[config.mk]
export PLATFORM = sky130hd
export DESIGN_NAME = mem_writeback_stage
export DESIGN_NICKNAME = d
export VERILOG_FILES = /design/src/rtl/mem_writeback_stage.sv
export SDC_FILE = /design/constraint.sdc
export NUM_CORES = 1
export LEC_CHECK = 0
export BUFFER_PORTS_ARGS = -buffer_cell sky130_fd_sc_hd__buf_2
export CAP_MARGIN = 25
export CORE_ASPECT_RATIO = 0.5
export CORE_MARGIN = 1.5
export CORE_UTILIZATION = 38
export DETAILED_ROUTE_END_ITERATION = 12
export MAX_ROUTING_LAYER = met4
export PLACE_DENSITY = 0.71
export SYNTH_ARGS = -nofsm -noshare
export SYNTH_HDL_FRONTEND = slang
export SYNTH_SLANG_ARGS = --single-unit
[constraint.sdc]
create_clock -name clk -period 2.32 [get_ports clk]
set_input_delay 0.696 -clock clk [delete_from_list [all_inputs] [get_ports clk]]
set_output_delay 0.696 -clock clk [all_outputs]
set_load 0.005 [all_outputs]
[src/rtl/mem_writeback_stage.sv]
// rtl/mem_writeback_stage.sv - ALU result writeback, flag register and load/store memory handshake
module mem_writeback_stage #(
    parameter int DW      = 8,
    parameter int RAW     = 3,
    parameter int TIMEOUT = 15
) (
    input  logic           clk,
    input  logic           rst_n,
    input  logic           in_valid,
    output logic           in_ready,
    input  logic           in_is_data,
    input  logic [1:0]     in_data_op,
    input  logic           in_wb_en,
    input  logic [RAW-1:0] in_rd,
    input  logic [DW-1:0]  in_result,
    input  logic [DW-1:0]  in_addr,
    input  logic [DW-1:0]  in_sdata,
    input  logic [4:0]     in_flags,
    output logic           rf_we,
    output logic [RAW-1:0] rf_waddr,
    output logic [DW-1:0]  rf_wdata,
    output logic [4:0]     flags_q,
    output logic           mem_req,
    output logic           mem_we,
    output logic [DW-1:0]  mem_addr,
    output logic [DW-1:0]  mem_wdata,
    input  logic           mem_ack,
    input  logic [DW-1:0]  mem_rdata,
    output logic           mem_err
);

    typedef enum logic [1:0] {IDLE, REQ, WB} state_t;

    localparam logic [7:0] TMO_LAST = 8'(TIMEOUT - 1);

    state_t         state;
    logic [7:0]     tmo_cnt;
    logic [RAW-1:0] lat_rd;
    logic [DW-1:0]  ld_data;
    logic           accept;
    logic           is_mem_op;

    assign in_ready  = (state == IDLE);
    assign accept    = in_valid & in_ready;
    // data_op[1] selects LOAD/STORE, data_op[0] distinguishes STORE from LOAD
    assign is_mem_op = in_is_data & in_data_op[1];

    always_ff @(posedge clk or negedge rst_n) begin
        if (!rst_n) begin
            state     <= IDLE;
            tmo_cnt   <= '0;
            lat_rd    <= '0;
            ld_data   <= '0;
            rf_we     <= 1'b0;
            rf_waddr  <= '0;
            rf_wdata  <= '0;
            flags_q   <= '0;
            mem_req   <= 1'b0;
            mem_we    <= 1'b0;
            mem_addr  <= '0;
            mem_wdata <= '0;
            mem_err   <= 1'b0;
        end else begin
            rf_we <= 1'b0;
            case (state)
                IDLE: begin
                    if (accept) begin
                        if (is_mem_op) begin
                            lat_rd    <= in_rd;
                            mem_req   <= 1'b1;
                            mem_we    <= in_data_op[0];
                            mem_addr  <= in_addr;
                            mem_wdata <= in_sdata;
                            tmo_cnt   <= '0;
                            state     <= REQ;
                        end else begin
                            rf_we    <= in_wb_en;
                            rf_waddr <= in_rd;
                            rf_wdata <= in_result;
                            if (!in_is_data)
                                flags_q <= in_flags;
                        end
                    end
                end
                REQ: begin
                    // an ack in the final allowed cycle takes priority over the timeout
                    if (mem_ack) begin
                        mem_req <= 1'b0;
                        tmo_cnt <= '0;
                        if (mem_we) begin
                            state <= IDLE;
                        end else begin
                            ld_data <= mem_rdata;
                            state   <= WB;
                        end
                    end else if (tmo_cnt == TMO_LAST) begin
                        mem_req <= 1'b0;
                        mem_err <= 1'b1;
                        tmo_cnt <= '0;
                        state   <= IDLE;
                    end else begin
                        tmo_cnt <= tmo_cnt + 8'd1;
                    end
                end
                WB: begin
                    rf_we    <= 1'b1;
                    rf_waddr <= lat_rd;
                    rf_wdata <= ld_data;
                    state    <= IDLE;
                end
                default: state <= IDLE;
            endcase
        end
    end

endmodule

==> results.toml <==
[run_status]
outcome = "finished, final reports clean"

[layout]
area_growth_pct = 30.4
layout_common_cells = "buf_2, dfrtp_1, mux2_2"
fin_util = 0.508
drive_gt1_frac = 0.613
layout.nets = 312
diodes = 0
layout_commonest_cell = "buf_2"
final_cell_area_mm2 = 0.00338

[clock_network]
path_clk_slew_ps = 50
post_cts_buffers = 0
clock_path_buffers = 2
ctsRootBufferMaster = "clkbuf_16"
clock_sinks = 57
cts_resized = 0
cts_buffers = 9
holdBufCountCts = 0
ctsHtreeMaxLevel = 3
worstSkewPairLatency_ps = 320
cts_tree = "yes"

[global_routing]
antenna_found_initial = 0
grt_use_met2 = 0.259
met1_usage = 0.184
grt_util_all_layers = 0.155
grt_busiest_layer = "met2"
overflow = 0
grt_pass1_wl_um = 8430
grt_util_met3 = 0.0417
grt_start_max_net_pins = 58
first_global_vias = 1777

[setup_path]
cp.arrival_ps = 1160
path_class = "reg -> out"
rr_startpoint = "tmo_cnt[0]"
crit_required_ps = 1620
cp-start-kind = "flip-flop"
crit_path_start = "state[1]"
critPathCaptureType = "output pin"
crit_fanout = 14

[route]
route.final.wire_length_um = 5090
routed-via-count = 1748
drt_iter0_drc = 70
routedWlPerCell_um = 14.2
dr.pass1.iters = 4
ant_nets = 0
route.detailed.drc = 0
vias_per_cell = 4.88

[pwr]
p_seq_frac = 0.418
power_leakage_uw = 0.00160
powerDensity_mw_per_mm2 = 977
power.switching_uw = 785
swShare = 0.238
power_frac_comb = 0.189
p_int_uw = 2520
clkPwrFrac = 0.393
peakVddDrop_v = 0.000442

[yosys]
synth_edf_count = 0
synth_top_flop_cell = "dfrtp_1"
syn-num-nets = 222
synth_top_area_cell = "dfrtp_1"
netlist_instances = 172
ys_seq_area_frac = 0.550
synth_cell_type_count = 37
ys_top_cells_by_area = "dfrtp_1, mux2_2, mux2_4"
synth_top_area_frac = 0.550
ys_warn_count = 0
syn_area_mm2 = 0.00259
synth-seq-cells = 57
avgSynthCellArea_um2 = 15.1
synthArstFlopShare = 1.00

[timing]
setup-tns-final_ps = 0
rsz0062_at_grt = "no"
slew_violations = 0
worstMarginPinSlew_ps = 527
fin_worst_skew_ps = 5.13
setup_viol_count_final = 0
hold_viol = 0
fin_crit_ps = 1850
period_share = 0.798
worst_hold_slack_ps = 369
max-slew-margin-rel = 0.648
fmax_ghz = 0.540

[floorplanning]
start_util = 0.390
die_h_um = 61.4
die_area_mm2 = 0.00735
io_pins = 85
rows = 21
die_w_um = 120
coreArea_mm2 = 0.00665

[place]
port_buffers = 84
place_area_mm2 = 0.00308
gp_congestion = 0.762
dp.final_hpwl_um = 3570

[job]
maxCapViolCount = 0

[hold_path]
hold_class = "in -> async"
-- registers in the layout (all words and copies together) (netlist names) --
| register | flops |
|---|---|
| lat_rd | 3 |
| mem_wdata | 8 |
| rf_we | 1 |
| mem_req | 1 |
| state | 2 |
| ld_data | 8 |
| mem_addr | 8 |
| mem_we | 1 |
| flags_q | 5 |
| tmo_cnt | 8 |
| rf_waddr | 3 |
| mem_err | 1 |
| rf_wdata | 8 |
-- through the flow --
| step | std cells | total power [µW] | setup slack, ps |
|---|---|---|---|
| floorplan | 172 | 1740 | 600 |
| global placement | 343 | 1990 | 380 |
| detailed placement | 343 | 2020 | 345 |
| CTS | 358 | 3330 | 465 |
| global route | 358 | 3480 | 403 |
| finish | 358 | 3300 | 469 |
-- power groups by stage --
stage          clock, µW  sequential, µW  combinational (µW)
2_1_floorplan          0            1380                 361
3_3_place_gp           0            1380                 611
3_5_place_dp           0            1390                 629
4_1_cts             1310            1380                 636
5_1_grt             1360            1420                 697
6_report            1300            1380                 623
-- area by class of cell --
type / instances / area (µm²)
clock inverters: 3 / 40.0
inverters: 1 / 3.75
repair buffers: 87 / 455
flip-flops and latches: 57 / 1430
multi-input cells: 106 / 1080
well taps: 92 / 115
fillers: 575 / 3270
clock buffers: 12 / 256
-- cells by family (layout without fill, tap and decap cells) --
family	Yosys count	after routing	share of synthesized area
adder cells (fa/ha/maj)	2	2	0.00966
AO/OA/AOI/OAI	23	23	0.0671
multiplexers	55	55	0.265
AND/OR/NAND/NOR	26	26	0.0753
buffers and inverters	9	103	0.0323
flip-flops	57	57	0.550
-- worst paths after layout --
path,slack (ps),endpoint,cells past startpoint
worst max register to register,540,tmo_cnt[6],5
min in group clk,460,mem_err,1
worst min register to register,460,mem_err,1
worst min-delay path,370,flags_q[2],2
worst max-delay path,470,in_ready,2
max in group asynchronous,1700,mem_wdata[2],2
-- cells in the mapped netlist, drive strengths merged (2+ instances only) --
| library cell | number |
|---|---|
| buf | 8 |
| mux2 | 55 |
| dfrtp | 57 |
| nor2b | 2 |
| a22oi | 6 |
| nand2b | 3 |
| ha | 2 |
| nand4b | 2 |
| nor2 | 4 |
| o21ai | 6 |
| or4 | 5 |
| o31ai | 5 |
| nand2 | 2 |
-- worst max-delay path, cell delays in order, from the launching register on --
cell and delay, ps:
dfrtp_1 530, nor2_2 180, buf_2 130
-- routing by layer --
metal | wire, µm | vias up | part of all wire
met5 | 0 | - | 0
li1 | - | 811 | -
met1 | 2270 | 890 | 0.45
met4 | 84 | 0 | 0.016
met2 | 2560 | 35 | 0.50
met3 | 177 | 12 | 0.035
Note: power is estimated with default switching activity, not from simulation.
